## config.mk

```make
export PLATFORM = sky130hd
export DESIGN_NAME = alu_bist_ctrl_flat
export DESIGN_NICKNAME = d
export VERILOG_FILES = /design/src/rtl/alu_bist_pkg.sv /design/src/rtl/alu_bist_if.sv /design/src/rtl/alu_bist_lfsr.sv /design/src/rtl/alu_bist_ctrl.sv /design/src/flat_wrapper.sv
export SDC_FILE = /design/constraint.sdc
export NUM_CORES = 1
export LEC_CHECK = 0
export CAP_MARGIN = 25
export CORE_MARGIN = 2
export CORE_UTILIZATION = 32
export DETAILED_ROUTE_END_ITERATION = 8
export GPL_TIMING_DRIVEN = 0
export REMOVE_ABC_BUFFERS = 1
export SLEW_MARGIN = 20
export SYNTH_ARGS = -nofsm -noshare
export SYNTH_HDL_FRONTEND = slang
export SYNTH_HIERARCHICAL = 1
export SYNTH_SLANG_ARGS = --single-unit
```

## constraint.sdc

```tcl
create_clock -name clk -period 2.5 [get_ports clk]
set_input_delay 0.375 -clock clk [delete_from_list [all_inputs] [get_ports clk]]
set_output_delay 0.375 -clock clk [all_outputs]
set_load 0.005 [all_outputs]
```

## src/rtl/alu_bist_pkg.sv

```systemverilog
// alu_bist_pkg: shared widths, opcodes, LFSR mask, FSM states and ALU golden model
package alu_bist_pkg;
  localparam int OPW = 3;
  localparam int DW = 16;
  localparam int RW = 17;
  localparam logic [OPW-1:0] ALU_ADD = 3'd0;
  localparam logic [OPW-1:0] ALU_SUB = 3'd1;
  localparam logic [OPW-1:0] ALU_AND = 3'd2;
  localparam logic [OPW-1:0] ALU_OR = 3'd3;
  localparam logic [OPW-1:0] ALU_XOR = 3'd4;
  localparam logic [31:0] LFSR_MASK = 32'h8020_0003;
  typedef enum logic [1:0] {IDLE, DRIVE, CHECK, DONE} state_t;
  function automatic logic [RW-1:0] alu_expect(input logic [DW-1:0] a, input logic [DW-1:0] b, input logic [OPW-1:0] op);
    return op == ALU_ADD ? {1'b0, a} + {1'b0, b} :
           op == ALU_SUB ? {1'b0, a} - {1'b0, b} :
           op == ALU_AND ? {1'b0, a & b} :
           op == ALU_OR  ? {1'b0, a | b} :
           op == ALU_XOR ? {1'b0, a ^ b} : '0;
  endfunction
endpackage

```

## src/rtl/alu_bist_if.sv

```systemverilog
// alu_bist_if: ALU operand/opcode/result bus; master is the stimulus side
interface alu_bist_if;
  import alu_bist_pkg::*;
  logic [DW-1:0] alu_in1;
  logic [DW-1:0] alu_in2;
  logic [OPW-1:0] alu_op;
  logic [RW-1:0] alu_out;
  modport master (output alu_in1, alu_in2, alu_op, input alu_out);
  modport slave (input alu_in1, alu_in2, alu_op, output alu_out);
endinterface

```

## src/rtl/alu_bist_lfsr.sv

```systemverilog
// alu_bist_lfsr: 32-bit Galois LFSR with seed load and advance enable
module alu_bist_lfsr
  import alu_bist_pkg::*;
#(
  parameter logic [31:0] SEED = 32'hACE1_2024
) (
  input  logic        clk,
  input  logic        rst_n,
  input  logic        load,
  input  logic        adv,
  output logic [31:0] q
);
  // an all-zero state would lock up, so a zero seed becomes 1
  localparam logic [31:0] INIT = (SEED == 32'd0) ? 32'd1 : SEED;
  always_ff @(posedge clk or negedge rst_n)
    if (!rst_n) q <= INIT;
    else if (load) q <= INIT;
    else if (adv) q <= (q >> 1) ^ (q[0] ? LFSR_MASK : 32'd0);
endmodule

```

## src/rtl/alu_bist_ctrl.sv

```systemverilog
// alu_bist_ctrl: LFSR-driven ALU self-test with golden-model checking
// Optional first-fail capture ports enabled by ALU_BIST_FIRST_FAIL_EN.
module alu_bist_ctrl
  import alu_bist_pkg::*;
#(
  parameter logic [31:0] SEED = 32'hACE1_2024,
  parameter int CNT_W = 16
) (
  input  logic             clk,
  input  logic             rst_n,
  input  logic             start,
  input  logic [CNT_W-1:0] num_vec,
  alu_bist_if.master       bus,
  output logic             busy,
  output logic             done,
  output logic             pass,
  output logic [CNT_W-1:0] err_count
`ifdef ALU_BIST_FIRST_FAIL_EN
  ,
  output logic [DW-1:0]    fail_in1,
  output logic [DW-1:0]    fail_in2,
  output logic [OPW-1:0]   fail_op,
  output logic [RW-1:0]    fail_out,
  output logic             fail_valid
`endif
);
  state_t state, state_nxt;
  logic [CNT_W-1:0] cnt, nv, cnt_nxt, err_nxt;
  logic [RW-1:0] expv;
  logic [31:0] lfsr;
  logic acc, mis, last;
  assign acc = state == IDLE && start;
  assign mis = bus.alu_out != expv;
  assign cnt_nxt = cnt + 1'b1;
  assign last = cnt_nxt == nv;
  assign err_nxt = mis && !(&err_count) ? err_count + 1'b1 : err_count;
  assign busy = state != IDLE;
  assign done = state == DONE;
  alu_bist_lfsr #(.SEED(SEED)) u_lfsr (
    .clk  (clk),
    .rst_n(rst_n),
    .load (acc),
    .adv  (state == DRIVE),
    .q    (lfsr)
  );
  always_ff @(posedge clk or negedge rst_n)
    if (!rst_n) state <= IDLE;
    else state <= state_nxt;
  always_comb begin
    state_nxt = IDLE;
    state_nxt = state == IDLE  ? (start ? (num_vec == '0 ? DONE : DRIVE) : IDLE) :
                state == DRIVE ? CHECK :
                state == CHECK ? (last ? DONE : DRIVE) : IDLE;
  end
  // pass is settled on entry to DONE so it is valid alongside the done pulse
  always_ff @(posedge clk or negedge rst_n)
    if (!rst_n) begin
      bus.alu_in1 <= '0;
      bus.alu_in2 <= '0;
      bus.alu_op <= '0;
      expv <= '0;
      cnt <= '0;
      nv <= '0;
      err_count <= '0;
      pass <= 1'b0;
    end else begin
      if (acc) begin
        nv <= num_vec;
        cnt <= '0;
        err_count <= '0;
        pass <= num_vec == '0;
      end
      if (state == DRIVE) begin
        bus.alu_in1 <= lfsr[15:0];
        bus.alu_in2 <= lfsr[31:16];
        bus.alu_op <= cnt[2:0];
        expv <= alu_expect(lfsr[15:0], lfsr[31:16], cnt[2:0]);
      end
      if (state == CHECK) begin
        err_count <= err_nxt;
        cnt <= cnt_nxt;
        if (last) pass <= err_nxt == '0;
      end
    end
`ifdef ALU_BIST_FIRST_FAIL_EN
  always_ff @(posedge clk or negedge rst_n)
    if (!rst_n) {fail_valid, fail_in1, fail_in2, fail_op, fail_out} <= '0;
    else if (acc) {fail_valid, fail_in1, fail_in2, fail_op, fail_out} <= '0;
    else if (state == CHECK && mis && !fail_valid) begin
      fail_valid <= 1'b1;
      fail_in1 <= bus.alu_in1;
      fail_in2 <= bus.alu_in2;
      fail_op <= bus.alu_op;
      fail_out <= bus.alu_out;
    end
`endif
endmodule

```

## src/flat_wrapper.sv

```systemverilog
// flat-port wrapper written by rule: the top's interface ports become plain ports
module alu_bist_ctrl_flat import alu_bist_pkg::*;
#(
  parameter logic [31:0] SEED = 32'hACE1_2024,
  parameter int CNT_W = 16
)
  (clk, rst_n, start, num_vec, busy, done, pass, err_count, bus_alu_in1, bus_alu_in2, bus_alu_op, bus_alu_out);
  alu_bist_if bus_i ();
  input  logic clk;
  input  logic rst_n;
  input  logic start;
  input  logic [CNT_W-1:0] num_vec;
  output logic busy;
  output logic done;
  output logic pass;
  output logic [CNT_W-1:0] err_count;
  output wire logic [$bits(bus_i.alu_in1)-1:0] bus_alu_in1;
  output wire logic [$bits(bus_i.alu_in2)-1:0] bus_alu_in2;
  output wire logic [$bits(bus_i.alu_op)-1:0] bus_alu_op;
  input wire logic [$bits(bus_i.alu_out)-1:0] bus_alu_out;
  assign bus_alu_in1 = bus_i.alu_in1;
  assign bus_alu_in2 = bus_i.alu_in2;
  assign bus_alu_op = bus_i.alu_op;
  assign bus_i.alu_out = bus_alu_out;
  alu_bist_ctrl #(.SEED(SEED), .CNT_W(CNT_W)) u_core (.clk(clk), .rst_n(rst_n), .start(start), .num_vec(num_vec), .bus(bus_i), .busy(busy), .done(done), .pass(pass), .err_count(err_count));
endmodule
```

== Word-level counts from Yosys, hierarchy flattened ==
Index checks and enable logic that the tools add are counted.
Word-level totals
  bits in registers: 135
  output and inout bits: 54
  logic and storage cells: 59
Operators by class
  add/sub/neg operators: 4
  equality and inequality tests: 9
  multiplexer cells: 21
  bitwise gates (word level): 4
  reductions and logical operators: 11
Operator list (count)
  $mux 32: 3
  $mux 16: 5
  $mux 17: 4
  $add 16x1->16 const B: 2
  $logic_not 16->1: 2
  $xor 31x32->32: 1
  $add 16x16->17: 1
  $ne 17x17->1: 1
  $sub 16x16->17: 1
  $and 16x16->16: 1
  $eq 16x16->1: 1
  $or 16x16->16: 1
  $reduce_and 16->1: 1
  $xor 16x16->16: 1
  $mux 2: 6
  $eq 3x2->1 const B: 2
  $reduce_bool 2->1: 3
  $eq 2x2->1 const B: 2
  $eq 3x1->1 const B: 1
  $eq 3x3->1 const B: 1
  $logic_not 3->1: 1
  $mux 1: 3
  $eq 2x1->1 const B: 1
  $logic_and 1x1->1: 2
  other kinds (2): 2

== Logic depth before layout (Yosys ltp) ==
Gate-level depths: netlist of run 1.
  depth after elaboration: 7
  gate-level depth with buffers: 12

== By module ==
Netlist of run 1, hierarchy kept.
By module, submodules not included
  alu_bist_ctrl: instances 1, cells each 894, area each 7502.2 µm², seq. area each 2577.5 µm²
  alu_bist_lfsr: instances 1, cells each 107, area each 1371.3 µm², seq. area each 814.5 µm²

== Least setup slack after synthesis of run 1 ==
No wires, ideal clock.
  kind: register to register
  start: reg u_core.u_lfsr.q[5]
  end: reg u_core.expv[13]
  library setup time: 136 ps
  arrival: 2596 ps
  data required time: 2364 ps
  path slack: -232 ps
  cell stages (with the launch flop): 11
  path buffers: 0
  clock period less this slack: 2732 ps
  path through: dfstp_2 inv_1 ha_1 nand2b_1 a21oi_1 nor3_1 a21oi_1 o31ai_1 mux2_2 o32ai_1 o21ai_0
Between the ends
  word-level cells in the longest chain between the ends: 3
  elaborated cells on any way between the ends: 4
Ends and longest elaborated chain
  start: declaration: RTL line alu_bist_lfsr.sv:11  | output logic [31:0] q
  start signal: assignment: RTL line alu_bist_lfsr.sv:18  | else if (adv) q <= (q >> 1) ^ (q[0] ? LFSR_MASK : 32'd0);
  $sub 16x16->17: RTL line alu_bist_pkg.sv:15  | op == ALU_SUB ? {1'b0, a} - {1'b0, b} :
  $mux 17: RTL line alu_bist_pkg.sv:15
  $mux 17 (*): RTL line alu_bist_pkg.sv:14  | return op == ALU_ADD ? {1'b0, a} + {1'b0, b} :
  end signal: assignment: RTL line alu_bist_ctrl.sv:77  | expv <= alu_expect(lfsr[15:0], lfsr[31:16], cnt[2:0]);
  end: declaration: RTL line alu_bist_ctrl.sv:29  | logic [RW-1:0] expv;
Mark *: on every way between the ends. The rest lies on a longest branch, timed or not.
A chain may end at the register's enable or synchronous reset.

== Worst setup path after layout of run 1 ==
  start: reg u_core.u_lfsr.q[0]
  end: reg u_core.expv[14]
Same word-level chain as after synthesis.

==> results.md, run 1 <==
* Slew margin rel. at 0.506
* Failing checks: negative setup slack
* PortBufs at between 80 and 90
* First-pass GRT wire length at between 40000 and 50000 µm
* Reg power frac at 0.451
* Critical Path Most Common Cell: o21ai_2
* Synth Flop Type: dfrtp_1
* Synth Cell Area at 8870 µm²
* Nets at approximately 1200
* Worst Path Max Fanout at 4
* GR Overflow Total at 0
* Leakage at between 5 and 6 nW
* Clk buf depth at 2
* Number of synthesized flops with an enable pin at 0
* Met1 Wirelength at between 10000 and 15000 µm
* Total core area at around 27000 µm²
* Synth top area share at 0.350
* Ys async rst share at 1.00
* Simple-gate share of the synthesized area at 0.169
* Vias in the first global route at ~7700
* Antenna fix cells at 0
* Final Cycle Share at 1.03
* Min setup slack post-route at -75.3 ps
* Distinct cell type count after synthesis at 73
* Htree depth at 4
* Area grow syn2layout at 31.3%
* Ordered cell list for the critical path: inv_2 > ha_4 > fa_2 > o21bai_1 > a21oi_2 > o21ai_2 > a311oi_4 > o21ai_2 > nor3_1 > o31ai_1 > a31oi_1
* CTS root buffer: clkbuf_16
* CP Capture Type: flop
* Max VDD drop at between 300 and 400 µV
* Synth Area in Adders at 0.0807
* Clock latency on the worst-skew pair at approximately 430 ps
* Final Power at just under 5 mW
* Fin. max-slew vios at 0
* CTS tree: built
* Hold Fails Final Rpt at 0
* Met2 WL post-DR at between 10000 and 15000 µm
* I/O pins at 90
* Mux contribution to synthesized area at 0.0635
* DR iter-0 viols at 569
* Routed WL per cell at between 15 and 20 µm
* Filler cells at 2632
* Worst Tran Pin Value at roughly 740 ps
* Largest family of logic cells by synthesized area: compound AO/OA/AOI/OAI gates
* Vias post-DR at between 7000 and 8000
* Path type of the worst setup path: flop to flop
* Synth Register Bits at between 100 and 150
* PD cells at about 420 nW/µm²
* FMAX at about 390 MHz
* WHS at 442 ps
* CP arrival at approximately 2800 ps
* Share of post-route cells with drive strength above 1 at 0.204
* Status: finished, violations left
* CP Data Required Time at about 2800 ps
* Die Ht at 171 µm
* Gate power share at 0.030
* Post-synthesis area per instance at approximately 8.9 µm²
* Mapped Cells at ~1000
* Final worst path period need at about 2600 ps
* Slowest CP cell: dfrtp_2
* Initial Utilization at 0.327
* HP Class: primary input to asynchronous set/reset pin
* Final setup violating endpoints at 6
* GPL Wtd Cong at 0.863
* Antenna violations before repair at 0
* Die area at slightly below 30000 µm²
* Pin count of the biggest net entering global routing at between 80 and 90
* TritonCTS Buffers at 17
* Row cnt at 60
* Clock Power Share at 0.518
* Antenna Nets Post-Route at 0
* Post-DP HPWL at 16900 µm
* Max_cap viols at 0
* Sequential share of the synthesized area at 0.382
* Final Core Density at 0.430
* Post-synth top area cell: dfrtp_1
* Internal power at around 3.8 mW
* Drt drc at 0
* Final Skew at between 10 and 15 ps
* Switching power at ~1.1 mW
* DRT Pass-1 Iters at 5
* All-Layer GR Usage at 0.174
* Die Span X at 171 µm
* RSZ-0062 raised after global routing: yes
* Startpoint class of the critical path: flop
* CP max stage delay at 420 ps
* Sw Ratio at 0.221
* Compound-Gate Fraction of Synth Area at 0.198
* Wire length on met3 at 1020 µm
* CTS sink cnt at ~140
* Highest metal layer with signal wires: met4
* Crit. Startpoint: u_core/u_lfsr/q[0]
* Total Routed Length at around 25000 µm
* Synth Warn # at 6
* RR Startpoint: u_core/u_lfsr/q[0]
* Vias/cell at 5.17
* XOR/XNOR Fraction of Synth Area at 0.0513
* Top cells by area, synth: dfrtp_1 (35%), ha_1 (7.6%), o21ai_0 (6.4%)
* Clk slew on worst S/H paths at ~60 ps
## cell usage in the layout (no fill, tap or decap), types with 5 or more instances in the layout
cell and instances:
nand4_1 20, o21ai_1 7, clkinvlp_4 6, nand3_1 13, ha_4 11, nor3_1 17, mux2i_1 36, o221ai_1 5
and2_1 12, a311oi_1 5, mux2_2 17, o22ai_1 12, inv_2 6, clkbuf_16 17, buf_4 46, dfrtp_1 109
a31oi_1 9, clkdlybuf4s50_1 87, a22o_1 5, ha_2 7, nor4_1 8, o21bai_1 6, ha_1 36, or3_1 6
xnor2_1 32, nor2_1 61, xor2_1 16, and3_1 9, dfstp_2 11, nand2_1 122, o31ai_1 7, a21oi_1 56
o21ai_0 106, inv_1 45, dfrtp_2 15
## synth_stat cells, drive strengths merged, types with 3 or more instances
cell type and instances:
nand2 127, dfrtp 124, o21ai 115, nor2 65, a21oi 63, inv 57
ha 54, clkbuf 41, mux2i 36, xnor2 36, nor3 22, nand4 21
mux2 18, xor2 16, and2 14, buf 14, nand3 13, and3 12
o22ai 12, dfstp 11, a31oi 9, o31ai 9, nor2b 8, nor4 8
o21bai 8, a311oi 7, a2111oi 6, nand2b 6, or3 6, a22o 5
o221ai 5, a211oi 4, a21o 4, o211ai 4, o21a 4, a211o 3
and4 3, nor3b 3, o2111ai 3
## per-stage QoR
stage / cells / TNS (ps) / instance area (µm²) / worst slack [ps]
floorplan: 946 / -53900 / 8600 / -1490
global placement: 1407 / -828880 / 9950 / -4690
detailed placement: 1412 / -32680 / 10100 / -1180
CTS: 1475 / -32.4 / 11300 / -19.3
global route: 1495 / -839 / 11700 / -171
finish: 1495 / -284 / 11700 / -75.3
## cell type report
class	instances	area [µm²]	share of cell area
Timing Repair Buffer	145	1420	0.122
Sequential cell	135	3410	0.293
Multi-Input combinational cell	754	5550	0.476
Clock inverter	11	124	0.0106
Clock buffer	21	460	0.0395
Tap cell	372	465	0.0399
Inverter	57	233	0.0200
## sequential cells by signal, indices dropped and copies added, names as in the netlist
register and count:
u_core/bus.alu_in1 16, u_core/bus.alu_in2 16, u_core/bus.alu_op 3, u_core/cnt 16
u_core/err_count 16, u_core/expv 17, u_core/nv 16, u_core/pass 1
u_core/state 2, u_core/u_lfsr/q 32
## worst paths after layout
check | to | slack [ps] | depth (start not counted)
max | u_core/expv[14] | -80 | 11
min | u_core/bus.alu_in2[5] | 440 | 2
max reg2reg | u_core/expv[14] | -80 | 11
min reg2reg | u_core/bus.alu_in1[11] | 480 | 2
max in group asynchronous | u_core/u_lfsr/q[13] | 1260 | 3
min in group clk | u_core/bus.alu_in1[11] | 480 | 2
## cells by family (layout without fill, tap and decap cells)
| group | Yosys count | in the layout |
|---|---|---|
| flops | 135 | 135 |
| fa+ha+maj | 56 | 56 |
| compound gates | 279 | 279 |
| buf+inv | 112 | 234 |
| simple gates | 313 | 313 |
| mux | 54 | 54 |
| xor+xnor | 52 | 52 |
## what timing repair did
item                                    in CTS  in global routing
resized for setup                           82                 59
endpoints found under the hold margin       44                  0
pin swaps                                   24                 29
endpoints found under the setup margin      57                 30
buffers inserted                            30                 21
hold buffers                                 1                  0
## power groups by stage
stage          Clock (mW)  Sequential [mW]  Combinational (mW)
2_1_floorplan           0             2.23              0.0218
3_3_place_gp            0             2.23               0.139
3_5_place_dp            0             2.23               0.146
4_1_cts              2.59             2.19               0.150
5_1_grt              2.67             2.19               0.165
6_report             2.52             2.19               0.146
## critical path: cells and delay by family, from the launching register on
family                   cells  cell delay, ps
AO/OA/AOI/OAI                7            1320
buffers and inverters        1              80
adder cells (fa/ha/maj)      2             530
AND/OR/NAND/NOR              1              70
flip-flops                   1             420
## per-layer routing
metal	vias to the layer above	track usage
li1	3755	-
met1	3754	0.235
met2	184	0.278
met3	37	0.0310
met4	0	0.0628
met5	-	0
(Power assumes the default switching activity.)
==> run 2: changes to the inputs <==
- CORE_MARGIN: 2 -> not set
- TNS_END_PERCENT: not set -> 30
==> results.md, run 2 (same netlist as run 1, synthesis figures left out) <==
* Status: finished, violations left
* Failing checks: negative setup slack
* Ordered cell list for the critical path: inv_2 > ha_4 > inv_2 > a211oi_2 > o21ai_2 > a311oi_4 > o21bai_1 > a211oi_2 > mux2i_1 > o221a_2
* RSZ-0062 raised after global routing: yes
* Pin count of the biggest net entering global routing at 96
* GR Overflow Total at 0
* CTS sink cnt at approximately 140
* Gate power share at 0.030
* Clock latency on the worst-skew pair at 430 ps
* CTS tree: built
* Leakage at ~4.9 nW
* Die Ht at 169 µm
* DRT Pass-1 Iters at 5
* Startpoint class of the critical path: flop
* Total core area at 27100 µm²
* Instance count on the critical path at 10
* Reg power frac at 0.450
* PD cells at 426 nW/µm²
* All-Layer GR Usage at 0.179
* Clk slew on worst S/H paths at 70 ps
* Final Cycle Share at 1.04
* CP Capture Type: flop
* Final worst path period need at around 2600 ps
* Pre-CTS WS at -1060 ps
* Most common cell after layout, fill and taps aside: nand2_1
* Placed Cells at about 1400
* First-pass GRT wire length at between 40000 and 50000 µm
* Crit Reg-Reg Endpoint: u_core/expv[12]
* Path type of the worst setup path: flop to flop
* Vias/cell at 5.18
* Slew margin rel. at 0.500
* DR iter-0 viols at roughly 700
* FMAX at ~380 MHz
* Max VDD drop at about 410 µV
* Antenna Nets Post-Route at 0
* RR Startpoint: u_core/u_lfsr/q[22]
* Final setup violating endpoints at 6
* Final Skew at about 9.8 ps
* Clk buf depth at 2
* Slowest CP cell: dfstp_2
* GPL Wtd Cong at between 0.8 and 0.9
* Critical path's top delay family: compound AO/OA/AOI/OAI gates
* Post-DP Area at slightly above 10000 µm²
* Reg area at roughly 3400 µm²
* Worst Tran Pin Value at 749 ps
* Non-filler cells, final at 1481
* Max_cap viols at 0
* Die Span X at approximately 170 µm
* PortBufs at 89
* Worst Path Max Fanout at 5
* Internal power at 3.73 mW
* Post-Layout Inst Area at approximately 11000 µm²
* Htree depth at 4
* Nets at 1188
* Post-DP HPWL at ~17000 µm
* Share of post-route cells with drive strength above 1 at 0.185
* Largest regs: u_core/u_lfsr/q (32), u_core/expv (17)
* CTS root buffer: clkbuf_16
* Reg2Reg Depth at 10
* Hold Fails Final Rpt at 0
* Sw Ratio at 0.232
* CP Data Required Time at ~2900 ps
* Row cnt at 60
* I/O pins at 90
* Total Routed Length at between 20000 and 25000 µm
* Biggest register: u_core/u_lfsr/q
* Critical path buffer and inverter count at 2
* Vias post-DR at approximately 7700
* CP max stage delay at roughly 540 ps
* Routed WL per cell at between 15 and 20 µm
* Crit. Startpoint: u_core/u_lfsr/q[22]
* Area taken by multi-input logic gates at ~5500 µm²
* Drt drc at 0
* Fin. max-slew vios at 0
* Area grow syn2layout at 28.7%
* HP Class: primary input to asynchronous set/reset pin
* Initial Utilization at 0.327
* Switching power at 1.13 mW
* TritonCTS Buffers at 17
* Clock Power Share at 0.520
* Most frequent cells in the layout: nand2_1 (121), dfrtp_1 (118), o21ai_0 (111), clkdlybuf4s50_1 (88), nor2_1 (60)
* Number of flip-flops in the largest register at 32
* Antenna fix cells at 0
* CP arrival at between 2000 and 3000 ps
* Min setup slack post-route at -111 ps
* Filler cells at 2618
* CP Capture Point: u_core/expv[12]
* Reg2reg setup slack at -110 ps
* Antenna violations before repair at 0
* Vias in the first global route at between 7000 and 8000
* Die area at around 28000 µm²
## run 2: through the flow
stage / utilization / setup TNS [ps] / hold slack (ps) / total power [mW]
detailed placement: 0.371 / -29970 / 286 / 2.38
finish: 0.421 / -408 / 411 / 4.87
CTS: 0.414 / -416 / 412 / 4.94
floorplan: - / -53900 / 79.4 / 2.25
global placement: 0.367 / -819060 / 463 / 2.37
global route: 0.421 / -1480 / 447 / 5.04
## run 2: what timing repair did
item	in CTS	in global routing
resized for setup	72	40
buffers inserted	27	10
pin swaps	26	19
hold buffers	1	0
setup endpoints to repair	57	21
endpoints found under the hold margin	36	0
## run 2: routing by layer
layer | global-route usage | routed length [µm] | share of wire | vias up
met2 | 0.289 | 11500 | 0.47 | 215
met3 | 0.0318 | 1240 | 0.050 | 35
met5 | 0 | 0 | 0 | -
met1 | 0.241 | 11500 | 0.46 | 3705
li1 | - | - | - | 3715
met4 | 0.0585 | 492 | 0.020 | 0
## run 2: worst min path at each step
stage | endpoint | slack, ps
after floorplan | u_core/bus.alu_in1[0] | 80
after global placement | u_core/bus.alu_in1[11] | 460
after detailed placement | u_core/err_count[8] | 290
after CTS | u_core/err_count[8] | 410
after global routing | u_core/err_count[7] | 450
final | u_core/err_count[6] | 410
## run 2: power by group through the flow
stage          registers, mW  clock network [mW]  logic (mW)
2_1_floorplan           2.23                   0      0.0218
3_3_place_gp            2.23                   0       0.140
3_5_place_dp            2.23                   0       0.147
4_1_cts                 2.19                2.60       0.149
5_1_grt                 2.19                2.69       0.161
6_report                2.19                2.53       0.144
## run 2: final cells by class
class,instances,share of cell area
multi-input cells,754,0.479
flip-flops and latches,135,0.298
clock buffers,18,0.0376
inverters,57,0.0201
clock inverters,14,0.0130
repair buffers,131,0.112
well taps,372,0.0408
